File: src/rtl/ps2_host_tx_pkg.sv
// Shared definitions for the PS/2 host-to-device transmitter: FSM states,
// well-known command bytes and the frame parity helper.
package ps2_host_tx_pkg;

  typedef enum logic [2:0] {
    ST_IDLE,
    ST_INHIBIT,
    ST_START,
    ST_DATA,
    ST_PARITY,
    ST_STOP,
    ST_ACK,
    ST_RELEASE
  } ps2_tx_state_e;

  localparam logic [7:0] PS2_CMD_SET_LED = 8'hED;
  localparam logic [7:0] PS2_CMD_RESET   = 8'hFF;
  localparam logic [7:0] PS2_ACK_BYTE    = 8'hFA;

  // PS/2 frames carry odd parity: data plus parity bit has an odd count of ones.
  function automatic logic odd_parity(input logic [7:0] d);
    return ~^d;
  endfunction

endpackage

File: src/rtl/ps2_sync_edge.sv
// Two-flop synchronizer for an asynchronous PS/2 line plus a falling-edge
// strobe between consecutive synchronized samples. Idles high like the bus.
module ps2_sync_edge (
  input  logic clk,
  input  logic clr,
  input  logic din,
  output logic sync,
  output logic fe
);

  logic meta;
  logic prev;

  // NOTE: sequential state uses non-blocking assignments so every flop samples
  // the pre-edge value of its neighbour; blocking here would collapse the chain.
  always_ff @(posedge clk) begin
    if (clr) begin
      meta <= 1'b1;
      sync <= 1'b1;
      prev <= 1'b1;
    end else begin
      meta <= din;
      sync <= meta;
      prev <= sync;
    end
  end

  assign fe = prev & ~sync;

endmodule

File: src/rtl/ps2_host_tx.sv
// PS/2 host-to-device byte transmitter: inhibits the bus, issues a request to
// send, shifts start/data/parity/stop on device clock falls and checks the ACK.
module ps2_host_tx #(
  parameter int CLK_HZ      = 50_000_000,
  parameter int INHIBIT_CYC = CLK_HZ / 10_000,
  parameter int TIMEOUT_CYC = (CLK_HZ / 1000) * 15
) (
  input  logic       clk,
  input  logic       clr,
  input  logic       ps2_clk_in,
  input  logic       ps2_dat_in,
  output logic       ps2_clk_oe,
  output logic       ps2_dat_oe,
  input  logic [7:0] tx_data,
  input  logic       tx_valid,
  output logic       tx_ready,
  output logic       busy,
  output logic       done,
  output logic       ack_ok,
  output logic       timeout
);

  import ps2_host_tx_pkg::*;

  localparam int CNT_MAX = (INHIBIT_CYC > TIMEOUT_CYC) ? INHIBIT_CYC : TIMEOUT_CYC;
  localparam int CW      = $clog2(CNT_MAX + 1);
  localparam logic [CW-1:0] INH_LAST = CW'(INHIBIT_CYC - 1);
  localparam logic [CW-1:0] GAP_LAST = CW'(TIMEOUT_CYC - 1);

  ps2_tx_state_e state, state_d;
  logic [CW-1:0] cnt, cnt_d;
  logic [2:0]    bit_idx, bit_d;
  logic [7:0]    data_q, data_d;
  logic          par_q, par_d;
  logic          ack_d, clk_oe_d, dat_oe_d, done_d, timeout_d;
  logic          clk_sync, clk_fe;
  logic          dat_meta, dat_sync;
  logic          in_xfer;

  ps2_sync_edge u_clk_sync (
    .clk  (clk),
    .clr  (clr),
    .din  (ps2_clk_in),
    .sync (clk_sync),
    .fe   (clk_fe)
  );

  // Data needs only a synchronized level; edges on it carry no meaning here.
  always_ff @(posedge clk) begin
    if (clr) begin
      dat_meta <= 1'b1;
      dat_sync <= 1'b1;
    end else begin
      dat_meta <= ps2_dat_in;
      dat_sync <= dat_meta;
    end
  end

  assign tx_ready = (state == ST_IDLE);
  assign busy     = (state != ST_IDLE);
  assign in_xfer  = (state != ST_IDLE) && (state != ST_INHIBIT);

  always_comb begin
    // NOTE: every combinational output gets a default first, so no branch can
    // leave one unassigned and infer a latch.
    state_d   = state;
    cnt_d     = cnt;
    bit_d     = bit_idx;
    data_d    = data_q;
    par_d     = par_q;
    ack_d     = ack_ok;
    clk_oe_d  = 1'b0;
    dat_oe_d  = ps2_dat_oe;
    done_d    = 1'b0;
    timeout_d = 1'b0;

    // Once the device owns the clock, cnt measures the gap since its last fall.
    if (in_xfer) cnt_d = clk_fe ? '0 : cnt + CW'(1);

    case (state)
      ST_IDLE: begin
        dat_oe_d = 1'b0;
        if (tx_valid) begin
          state_d  = ST_INHIBIT;
          cnt_d    = '0;
          data_d   = tx_data;
          par_d    = odd_parity(tx_data);
          ack_d    = 1'b0;
          clk_oe_d = 1'b1;
          dat_oe_d = (INH_LAST == '0);
        end
      end
      ST_INHIBIT: begin
        if (cnt == INH_LAST) begin
          state_d  = ST_START;
          cnt_d    = '0;
          dat_oe_d = 1'b1;
        end else begin
          cnt_d    = cnt + CW'(1);
          clk_oe_d = 1'b1;
          dat_oe_d = (cnt_d == INH_LAST);
        end
      end
      ST_START: begin
        if (clk_fe) begin
          state_d  = ST_DATA;
          bit_d    = '0;
          dat_oe_d = ~data_q[0];
        end
      end
      ST_DATA: begin
        if (clk_fe) begin
          if (bit_idx == 3'd7) begin
            state_d  = ST_PARITY;
            dat_oe_d = ~par_q;
          end else begin
            bit_d    = bit_idx + 3'd1;
            dat_oe_d = ~data_q[bit_d];
          end
        end
      end
      ST_PARITY: begin
        if (clk_fe) begin
          state_d  = ST_STOP;
          dat_oe_d = 1'b0;
        end
      end
      ST_STOP: begin
        if (clk_fe) state_d = ST_ACK;
      end
      ST_ACK: begin
        if (clk_fe) begin
          state_d = ST_RELEASE;
          ack_d   = ~dat_sync;
        end
      end
      ST_RELEASE: begin
        if (clk_sync && dat_sync) begin
          state_d = ST_IDLE;
          done_d  = 1'b1;
        end
      end
      default: state_d = ST_IDLE;
    endcase

    // A silent device aborts the transfer and frees both lines.
    if (in_xfer && !clk_fe && cnt == GAP_LAST) begin
      state_d   = ST_IDLE;
      cnt_d     = '0;
      clk_oe_d  = 1'b0;
      dat_oe_d  = 1'b0;
      done_d    = 1'b0;
      timeout_d = 1'b1;
    end
  end

  always_ff @(posedge clk) begin
    if (clr) begin
      state      <= ST_IDLE;
      cnt        <= '0;
      bit_idx    <= '0;
      data_q     <= '0;
      par_q      <= 1'b0;
      ack_ok     <= 1'b0;
      ps2_clk_oe <= 1'b0;
      ps2_dat_oe <= 1'b0;
      done       <= 1'b0;
      timeout    <= 1'b0;
    end else begin
      state      <= state_d;
      cnt        <= cnt_d;
      bit_idx    <= bit_d;
      data_q     <= data_d;
      par_q      <= par_d;
      ack_ok     <= ack_d;
      ps2_clk_oe <= clk_oe_d;
      ps2_dat_oe <= dat_oe_d;
      done       <= done_d;
      timeout    <= timeout_d;
    end
  end

endmodule

File: config.mk
export PLATFORM = sky130hd
export DESIGN_NAME = ps2_host_tx
export DESIGN_NICKNAME = d
export VERILOG_FILES = /design/src/rtl/ps2_host_tx_pkg.sv /design/src/rtl/ps2_sync_edge.sv /design/src/rtl/ps2_host_tx.sv
export SDC_FILE = /design/constraint.sdc
export NUM_CORES = 1
export LEC_CHECK = 0
export ABC_AREA = 1
export ABC_CLOCK_PERIOD_IN_PS = 4500
export CAP_MARGIN = 20
export CELL_PAD_IN_SITES_DETAIL_PLACEMENT = 0
export CELL_PAD_IN_SITES_GLOBAL_PLACEMENT = 1
export CORE_ASPECT_RATIO = 1.4
export CORE_UTILIZATION = 46
export CTS_BUF_LIST = sky130_fd_sc_hd__clkbuf_2 sky130_fd_sc_hd__clkbuf_4 sky130_fd_sc_hd__clkbuf_8
export DETAILED_ROUTE_END_ITERATION = 8
export PLACE_DENSITY = 0.92
export SLEW_MARGIN = 5
export SYNTH_ARGS = -nofsm -noshare
export SYNTH_HDL_FRONTEND = slang
export SYNTH_SLANG_ARGS = --single-unit
File: constraint.sdc
create_clock -name clk -period 4.5 [get_ports clk]
set_clock_uncertainty 0.15 [all_clocks]
set_input_delay 0.675 -clock clk [delete_from_list [all_inputs] [get_ports clk]]
set_output_delay 0.675 -clock clk [all_outputs]
set_load 0.01 [all_outputs]
==> impl_metrics.prom, run 1 <==
# TYPE chip_impl_metric gauge
chip_impl_metric{name="globalRouteTotalUtil",unit="%"} 24.2
chip_impl_metric{name="first_pass_grt_wire_length",unit="mm"} 11.4
chip_impl_metric{name="postSynth.asyncResetShare",unit="%"} 0
chip_impl_metric{name="syn_inst",unit=""} 405
chip_impl_metric{name="initial_core_util",unit="%"} 47.6
chip_impl_metric{name="cap_violations",unit=""} 0
chip_impl_metric{name="synth_top_area_share",unit="%"} 34.5
chip_impl_info{name="end_kind",value="flip-flop"} 1
chip_impl_info{name="worstReg2RegStart",value="cnt[1]$_SDFF_PP0_"} 1
chip_impl_metric{name="utilization",unit="%"} 53.6
chip_impl_metric{name="critical_path_peak_fanout",unit=""} 17
chip_impl_info{name="synthFlopType",value="sky130_fd_sc_hd__dfxtp_1"} 1
chip_impl_metric{name="setup-violations-final",unit=""} 0
chip_impl_metric{name="chipHeight",unit="um"} 91.1
chip_impl_info{name="cts_tree",value="done"} 1
chip_impl_metric{name="power.internal",unit="uW"} 690
chip_impl_metric{name="die_width",unit="um"} 65.6
chip_impl_metric{name="cts.repair.resized",unit=""} 0
chip_impl_metric{name="ctsLongestPathBuffers",unit=""} 2
chip_impl_metric{name="synth_cell_type_count",unit=""} 34
chip_impl_metric{name="drtAntennaViolNets",unit=""} 0
chip_impl_metric{name="htree_num_levels",unit=""} 2
chip_impl_metric{name="row_count",unit=""} 32
chip_impl_metric{name="postSynthAreaPerCell",unit="um2"} 6.44
chip_impl_info{name="synth_largest_area_cell",value="sky130_fd_sc_hd__dfxtp_1"} 1
chip_impl_metric{name="switching_power_as_a_share_of_total_power",unit="%"} 38.1
chip_impl_metric{name="pwr-share-seq",unit="%"} 42.8
chip_impl_info{name="yosys.cell_count.top_type",value="sky130_fd_sc_hd__nand2_1"} 1
chip_impl_metric{name="r2r_slack",unit="ps"} 1990
chip_impl_metric{name="die_area",unit="mm2"} 0.00598
chip_impl_metric{name="worstMarginPinSlew",unit="ps"} 818
chip_impl_metric{name="reg2regPathDepth",unit=""} 10
chip_impl_metric{name="timing.hold.worst_path_depth",unit=""} 1
chip_impl_metric{name="power_density",unit="mW/mm2"} 378
chip_impl_metric{name="postSynthRegisterBits",unit=""} 45
chip_impl_metric{name="ys_warn_count",unit=""} 0
chip_impl_metric{name="route.final.wire_length",unit="mm"} 6.45
chip_impl_metric{name="clockPowerShare",unit="%"} 23.4
chip_impl_metric{name="num_vias",unit=""} 2558
chip_impl_metric{name="clk_transition_reported_paths",unit="ps"} 90
chip_impl_metric{name="drive_above_1_share",unit="%"} 8.00
chip_impl_info{name="setup.worst_path.class",value="reg2reg"} 1
chip_impl_metric{name="drt_first_iter_violations",unit=""} 138
chip_impl_metric{name="switching_power",unit="uW"} 424
chip_impl_metric{name="synth_sequential_area_ratio",unit="%"} 34.5
chip_impl_metric{name="antenna_violations_before_repair",unit=""} 0
chip_impl_info{name="netlist_top_cells_area",value="sky130_fd_sc_hd__dfxtp_1, sky130_fd_sc_hd__nand2_1, sky130_fd_sc_hd__inv_1"} 1
chip_impl_metric{name="fin_tns_setup",unit="ps"} 0
chip_impl_metric{name="finalPower",unit="uW"} 1110
chip_impl_metric{name="clock-sinks",unit=""} 45
chip_impl_metric{name="detailedRoute.firstPassIterationCount",unit=""} 4
chip_impl_info{name="worst_setup_path_start_kind",value="flip-flop"} 1
chip_impl_metric{name="worst_ep_required",unit="ps"} 4530
chip_impl_metric{name="antenna_cells_inserted",unit=""} 0
chip_impl_info{name="grt_setup_unrepaired",value="false"} 1
chip_impl_metric{name="grt_overflow",unit=""} 0
chip_impl_metric{name="timing.final.max_slew_violations",unit=""} 0
chip_impl_metric{name="fmaxAchievable",unit="MHz"} 398
chip_impl_info{name="min_path_type",value="reg2reg"} 1
chip_impl_metric{name="hpwl_after_dpl",unit="mm"} 4.96
chip_impl_metric{name="core_region_area",unit="mm2"} 0.00549
chip_impl_info{name="outcome",value="complete, no violations"} 1
chip_impl_info{name="cts_root_buffer",value="sky130_fd_sc_hd__clkbuf_8"} 1
chip_impl_metric{name="port_buffers",unit=""} 19
chip_impl_metric{name="tritoncts.num_buffers",unit=""} 5
chip_impl_metric{name="routedWlPerCell",unit="um"} 13.1
chip_impl_metric{name="synth.net_count",unit=""} 422
chip_impl_metric{name="gp_congestion",unit=""} 0.947
chip_impl_metric{name="timing.final.crit_period",unit="ps"} 2510
chip_impl_metric{name="combinationalPowerShare",unit="%"} 33.8
chip_impl_metric{name="finalHoldViolCount",unit=""} 0
chip_impl_metric{name="clock_insertion_delay_worst_skew",unit="ps"} 300
chip_impl_metric{name="fin_nets",unit=""} 441
chip_impl_metric{name="ios",unit=""} 20
chip_impl_info{name="hold_end",value="dat_sync$_SDFF_PP1_"} 1
chip_impl_metric{name="pin_count_of_the_biggest_net_entering_global_routing",unit=""} 20
chip_impl_info{name="timing.rr.end",value="cnt[2]$_SDFF_PP0_"} 1
chip_impl_metric{name="static-leakage-power",unit="uW"} 0.00112
chip_impl_metric{name="final.period_utilization",unit="%"} 55.8
chip_impl_metric{name="vias_per_cell",unit=""} 5.19
chip_impl_metric{name="post_cts_buffers",unit=""} 0
chip_impl_metric{name="detail_route.drc_violations",unit=""} 0
chip_impl_metric{name="synthToLayoutAreaGrowth",unit="%"} 12.8
chip_impl_metric{name="max-slew-margin-rel",unit="%"} 45.4
chip_impl_metric{name="cts-hold-fix-buffers",unit=""} 0
chip_impl_metric{name="n_fill_cell",unit=""} 580
chip_impl_info{name="ys_top_cells_by_count",value="sky130_fd_sc_hd__nand2_1, sky130_fd_sc_hd__inv_1, sky130_fd_sc_hd__dfxtp_1"} 1
chip_impl_metric{name="synth_area",unit="mm2"} 0.00261
chip_impl_info{name="min_from",value="dat_meta$_SDFF_PP1_"} 1
chip_impl_metric{name="worstPathArrival",unit="ps"} 2540
chip_impl_metric{name="maximum_vdd_drop",unit="mV"} 0.410
chip_impl_metric{name="via_count_of_the_first_global_routing_pass",unit=""} 2563
chip_impl_metric{name="synth_edf_count",unit=""} 0
[metrics by stage]
| stage | cells | instance area, um2 | hold WS, ps | worst slack (ps) |
|---|---|---|---|---|
| 3_3_place_gp | 485 | 2850 | 242 | 1830 |
| 6_report | 493 | 2940 | 262 | 1990 |
| 3_5_place_dp | 485 | 2850 | 245 | 1790 |
| 2_1_floorplan | 405 | 2610 | 239 | 2630 |
| 5_1_grt | 493 | 2940 | 277 | 1650 |
| 4_1_cts | 493 | 2940 | 267 | 1970 |
[layout make-up]
type	count	area (um2)	share of cell area [%]
Timing Repair Buffer	19	190	6.46
Tap cell	68	85.1	2.89
Sequential cell	45	901	30.6
Clock buffer	7	83.8	2.85
Clock inverter	1	7.51	0.255
Inverter	54	203	6.89
Multi-Input combinational cell	299	1470	50.0
[sequential cells by signal, indices dropped and copies added, names as in the netlist]
| register | cells |
|---|---|
| data_q | 8 |
| ps2_clk_oe | 1 |
| cnt | 20 |
| u_clk_sync.prev | 1 |
| dat_sync | 1 |
| bit_idx | 3 |
| u_clk_sync.meta | 1 |
| ack_ok | 1 |
| timeout | 1 |
| dat_meta | 1 |
| ps2_dat_oe | 1 |
| par_q | 1 |
| state | 3 |
| done | 1 |
| u_clk_sync.sync | 1 |
[layer usage]
metal | routed length [um] | GRT usage, % | vias up
met5 | 0 | 0 | -
met4 | 212 | 9.96 | 0
met2 | 3380 | 44.2 | 57
met3 | 192 | 3.27 | 12
met1 | 2660 | 26.9 | 1143
li1 | - | - | 1346
[worst max path at each step]
| stage | start | to | slack [ps] | cells after the start |
|---|---|---|---|---|
| floorplan | cnt[1]$_SDFF_PP0_ | ps2_dat_oe$_SDFFE_PP0P_ | 2630 | 14 |
| global placement | tx_valid | state[2]$_SDFFE_PP0P_ | 1830 | 7 |
| detailed placement | tx_valid | state[2]$_SDFFE_PP0P_ | 1790 | 7 |
| CTS | cnt[1]$_SDFF_PP0_ | cnt[2]$_SDFF_PP0_ | 1970 | 10 |
| global route | cnt[1]$_SDFF_PP0_ | cnt[2]$_SDFF_PP0_ | 1650 | 10 |
| finish | cnt[1]$_SDFF_PP0_ | cnt[2]$_SDFF_PP0_ | 1990 | 10 |
[cells in the final DEF (no fill, tap or decap), drive strengths merged]
master / Yosys / routed
nand2: 121 / 121
inv: 53 / 53
dfxtp: 45 / 45
nor2: 43 / 43
nand3: 36 / 36
a21oi: 33 / 33
clkdlybuf4s50: 0 / 19
o21ai: 17 / 17
nor3: 10 / 10
nand4: 7 / 7
xnor2: 7 / 7
clkbuf: 4 / 7
or2: 4 / 4
ha: 4 / 4
xor2: 3 / 3
o211ai: 3 / 3
nor4: 3 / 3
a32oi: 2 / 2
clkinv: 1 / 1
nand3b: 1 / 1
o221ai: 1 / 1
and2: 1 / 1
a22oi: 1 / 1
o22ai: 1 / 1
a211oi: 1 / 1
clkinvlp: 0 / 1
[cells by family after synthesis]
group           synth area share [%]
compound gates                  12.4
xor+xnor                        3.36
fa+ha+maj                       1.92
buf+inv                         9.02
flops                           34.5
simple gates                    38.8
[power by group through the flow]
stage               clock network, uW  registers, uW  logic, uW
floorplan                           0            478        261
global placement                    0            484        377
detailed placement                  0            485        376
CTS                               270            476        379
global route                      282            481        424
finish                            261            476        376
[worst max-delay path, stage by stage (launching register included)]
cell and delay, ps:
sky130_fd_sc_hd__dfxtp_1 410, sky130_fd_sc_hd__ha_1 280, sky130_fd_sc_hd__nand2_1 110, sky130_fd_sc_hd__nor4_1 260, sky130_fd_sc_hd__nand3_1 140, sky130_fd_sc_hd__nand2_1 130, sky130_fd_sc_hd__nand2_1 410, sky130_fd_sc_hd__inv_1 270
sky130_fd_sc_hd__nor2_1 60, sky130_fd_sc_hd__a21oi_1 120, sky130_fd_sc_hd__nor2_1 50
Note: power is estimated with default switching activity, not from simulation.
==> run 2: changes to the inputs <==
--- a/config.mk
+++ b/config.mk
@@ -6,15 +6,15 @@
 export NUM_CORES = 1
 export LEC_CHECK = 0
 export ABC_AREA = 1
-export ABC_CLOCK_PERIOD_IN_PS = 4500
+export ABC_CLOCK_PERIOD_IN_PS = 2300
 export CAP_MARGIN = 20
 export CELL_PAD_IN_SITES_DETAIL_PLACEMENT = 0
 export CELL_PAD_IN_SITES_GLOBAL_PLACEMENT = 1
 export CORE_ASPECT_RATIO = 1.4
-export CORE_UTILIZATION = 46
+export CORE_UTILIZATION = 39
 export CTS_BUF_LIST = sky130_fd_sc_hd__clkbuf_2 sky130_fd_sc_hd__clkbuf_4 sky130_fd_sc_hd__clkbuf_8
 export DETAILED_ROUTE_END_ITERATION = 8
-export PLACE_DENSITY = 0.92
+export PLACE_DENSITY = 0.84
 export SLEW_MARGIN = 5
 export SYNTH_ARGS = -nofsm -noshare
 export SYNTH_HDL_FRONTEND = slang
==> constraint.sdc (replaced) <==
create_clock -name clk -period 2.3 [get_ports clk]
set_clock_uncertainty 0.15 [all_clocks]
set_input_delay 0.345 -clock clk [delete_from_list [all_inputs] [get_ports clk]]
set_output_delay 0.345 -clock clk [all_outputs]
set_load 0.01 [all_outputs]
==> run 2 against run 1 <==
  * Sequential share of layout area decreased by 1.1 points
  * Die area increased by 17%
  * Clock power increased by 140%
  * Via count increased by 2.2%
  * Core utilization decreased by 5.4 points
  * Final cell count increased by 3.0%
  * Power increased by 120%
  * Setup slack got worse by 1800 ps
  * Maximum frequency increased by 18%
  * Critical path depth increased by 6
  * Sequential cell count unchanged
  * Critical endpoint is now ps2_dat_oe$_SDFFE_PP0P_
  * Highest routed layer unchanged
==> impl_metrics.prom, run 2 (synthesis results as in run 1) <==
# TYPE chip_impl_metric gauge
chip_impl_info{name="outcome",value="complete, no violations"} 1
chip_impl_info{name="globalRoute.busiestLayer",value="met2"} 1
chip_impl_metric{name="die_width",unit="um"} 71.1
chip_impl_metric{name="clockPowerShare",unit="%"} 26.4
chip_impl_metric{name="setup-violations-final",unit=""} 0
chip_impl_metric{name="timing.final.crit_period",unit="ps"} 2130
chip_impl_metric{name="final.period_utilization",unit="%"} 92.7
chip_impl_metric{name="static-leakage-power",unit="uW"} 0.00119
chip_impl_metric{name="r2r_slack",unit="ps"} 170
chip_impl_info{name="grt_setup_unrepaired",value="false"} 1
chip_impl_metric{name="clk_transition_reported_paths",unit="ps"} 90
chip_impl_metric{name="maximum_vdd_drop",unit="mV"} 0.478
chip_impl_metric{name="combinationalPowerShare",unit="%"} 35.1
chip_impl_metric{name="grt_util_met2",unit="%"} 41.1
chip_impl_metric{name="drive_above_1_share",unit="%"} 10.6
chip_impl_metric{name="grtUsageMet1",unit="%"} 22.0
chip_impl_metric{name="switching_power",unit="uW"} 885
chip_impl_metric{name="fmaxAchievable",unit="MHz"} 469
chip_impl_metric{name="cap_violations",unit=""} 0
chip_impl_metric{name="drt_first_iter_violations",unit=""} 109
chip_impl_info{name="timing.rr.end",value="ps2_dat_oe$_SDFFE_PP0P_"} 1
chip_impl_info{name="cts_tree",value="done"} 1
chip_impl_info{name="hold_end",value="dat_sync$_SDFF_PP1_"} 1
chip_impl_metric{name="port_buffers",unit=""} 19
chip_impl_metric{name="timing.critical_path.buf_inv",unit=""} 1
chip_impl_info{name="end_kind",value="flip-flop"} 1
chip_impl_metric{name="worstPathArrival",unit="ps"} 2230
chip_impl_info{name="min_from",value="dat_meta$_SDFF_PP1_"} 1
chip_impl_metric{name="synthToLayoutAreaGrowth",unit="%"} 17.2
chip_impl_metric{name="finalHoldViolCount",unit=""} 0
chip_impl_metric{name="timing.final.max_slew_violations",unit=""} 0
chip_impl_metric{name="hpwl_after_dpl",unit="mm"} 5.47
chip_impl_metric{name="power.internal",unit="uW"} 1510
chip_impl_info{name="regMostFlops",value="cnt"} 1
chip_impl_metric{name="fin_nets",unit=""} 452
chip_impl_metric{name="ctsLongestPathBuffers",unit=""} 2
chip_impl_metric{name="critical_path_peak_fanout",unit=""} 4
chip_impl_metric{name="worst_ep_required",unit="ps"} 2390
chip_impl_metric{name="htree_num_levels",unit=""} 2
chip_impl_metric{name="fin_tns_setup",unit="ps"} 0
chip_impl_metric{name="grt_overflow",unit=""} 0
chip_impl_metric{name="globalRouteMet3Util",unit="%"} 3.37
chip_impl_info{name="highest_count_cells_in_the_layout_ignoring_fill_and_taps",value="sky130_fd_sc_hd__nand2_1, sky130_fd_sc_hd__inv_1, sky130_fd_sc_hd__dfxtp_1, sky130_fd_sc_hd__nand3_1"} 1
chip_impl_info{name="largestRegisters",value="cnt x20, data_q x8"} 1
chip_impl_metric{name="row_count",unit=""} 34
chip_impl_info{name="min_path_type",value="reg2reg"} 1
chip_impl_metric{name="detailedRoute.firstPassIterationCount",unit=""} 4
chip_impl_info{name="cts_root_buffer",value="sky130_fd_sc_hd__clkbuf_8"} 1
chip_impl_info{name="mostFrequentLayoutCell",value="sky130_fd_sc_hd__nand2_1"} 1
chip_impl_info{name="worst_setup_path_start_kind",value="flip-flop"} 1
chip_impl_metric{name="first_pass_grt_wire_length",unit="mm"} 11.6
chip_impl_metric{name="utilization",unit="%"} 48.2
chip_impl_metric{name="detail_route.drc_violations",unit=""} 0
chip_impl_metric{name="worstMarginPinSlew",unit="ps"} 409
chip_impl_metric{name="pwr-share-seq",unit="%"} 38.5
chip_impl_metric{name="num_vias",unit=""} 2614
chip_impl_metric{name="tritoncts.num_buffers",unit=""} 5
chip_impl_metric{name="routedWlPerCell",unit="um"} 13.6
chip_impl_metric{name="via_count_of_the_first_global_routing_pass",unit=""} 2558
chip_impl_metric{name="pin_count_of_the_biggest_net_entering_global_routing",unit=""} 19
chip_impl_metric{name="globalRouteTotalUtil",unit="%"} 21.3
chip_impl_metric{name="worst_path_largest_cell_delay",unit="ps"} 360
chip_impl_metric{name="clock_insertion_delay_worst_skew",unit="ps"} 310
chip_impl_metric{name="max-slew-margin-rel",unit="%"} 72.7
chip_impl_info{name="crit_path_frequent_cell",value="sky130_fd_sc_hd__nand2_1"} 1
chip_impl_metric{name="die_area",unit="mm2"} 0.00702
chip_impl_metric{name="initial_core_util",unit="%"} 41.2
chip_impl_info{name="worstReg2RegStart",value="cnt[0]$_SDFF_PP0_"} 1
chip_impl_metric{name="vias_per_cell",unit=""} 5.15
chip_impl_metric{name="chipHeight",unit="um"} 98.8
chip_impl_metric{name="reg2regPathDepth",unit=""} 16
chip_impl_info{name="critical-path-top-delay-family",value="simple AND/OR/NAND/NOR gates"} 1
chip_impl_info{name="setup.worst_path.class",value="reg2reg"} 1
chip_impl_metric{name="post-route-cell-area",unit="mm2"} 0.00306
chip_impl_metric{name="placed_cell_area",unit="mm2"} 0.00294
chip_impl_metric{name="timing.hold.worst_path_depth",unit=""} 1
chip_impl_metric{name="drtAntennaViolNets",unit=""} 0
chip_impl_info{name="max_stage_delay_cell_worst_path",value="sky130_fd_sc_hd__dfxtp_1"} 1
chip_impl_metric{name="largest_register_ffs",unit=""} 20
chip_impl_metric{name="ios",unit=""} 20
chip_impl_metric{name="clock-sinks",unit=""} 45
chip_impl_metric{name="post_cts_buffers",unit=""} 0
chip_impl_metric{name="core_region_area",unit="mm2"} 0.00634
chip_impl_info{name="worstPathCellList",value="ha_1 -> buf_4 -> nand3_2 -> nor2_2 -> nand3_1 -> nand2_1 -> nand2_1 -> nor2_1 -> nand2_1 -> nor2_2 -> nand2_1 -> nand2_1 -> nand2_1 -> nand2_1 -> nand2_1 -> a21oi_2"} 1
chip_impl_metric{name="antenna_violations_before_repair",unit=""} 0
chip_impl_metric{name="switching_power_as_a_share_of_total_power",unit="%"} 36.9
chip_impl_metric{name="route.final.wire_length",unit="mm"} 6.88
chip_impl_metric{name="gp_congestion",unit=""} 0.989
chip_impl_metric{name="power_density",unit="mW/mm2"} 785
chip_impl_metric{name="antenna_cells_inserted",unit=""} 0
run 2: per-layer routing:
layer | routed length, um | up-vias
met5 | 0 | -
met3 | 237 | 18
met2 | 3760 | 62
met1 | 2670 | 1166
li1 | - | 1368
met4 | 220 | 0
run 2: worst max path at each step:
stage                              end  cells past startpoint              start  slack [ps]
2_1_floorplan  ps2_dat_oe$_SDFFE_PP0P_                     14  cnt[1]$_SDFF_PP0_         430
3_3_place_gp   ps2_dat_oe$_SDFFE_PP0P_                     16  cnt[0]$_SDFF_PP0_         160
3_5_place_dp   ps2_dat_oe$_SDFFE_PP0P_                     16  cnt[0]$_SDFF_PP0_         120
4_1_cts        ps2_dat_oe$_SDFFE_PP0P_                     16  cnt[1]$_SDFF_PP0_         100
5_1_grt        ps2_dat_oe$_SDFFE_PP0P_                     16  cnt[1]$_SDFF_PP0_           4
6_report       ps2_dat_oe$_SDFFE_PP0P_                     16  cnt[0]$_SDFF_PP0_         170
run 2: repair_timing:
action	in CTS	in global routing
endpoints found under the setup margin	0	1
resized for setup	0	1
hold buffers	0	0
run 2: power groups by stage:
stage                     registers, uW  clock network, uW  logic [uW]
after floorplan                     936                  0         511
after global placement              941                  0         842
after detailed placement            941                  0         846
after CTS                           925                644         849
after global routing                935                678         945
final                               924                634         841
run 2: final cells by class:
| class | instances | area [um2] |
|---|---|---|
| Multi-Input combinational cell | 299 | 1480 |
| Clock buffer | 6 | 76.3 |
| Sequential cell | 45 | 901 |
| Fill cell | 675 | 3280 |
| Inverter | 54 | 203 |
| Clock inverter | 2 | 38.8 |
| Tap cell | 72 | 90.1 |
| Timing Repair Buffer | 30 | 273 |
run 2: per-stage QoR:
stage	setup slack (ps)	total power (uW)	hold WS (ps)	cells
after floorplan	431	1450	239	405
after global placement	156	1780	243	500
after detailed placement	124	1790	245	500
after CTS	103	2420	267	508
after global routing	3.53	2560	289	508
final	169	2400	266	508
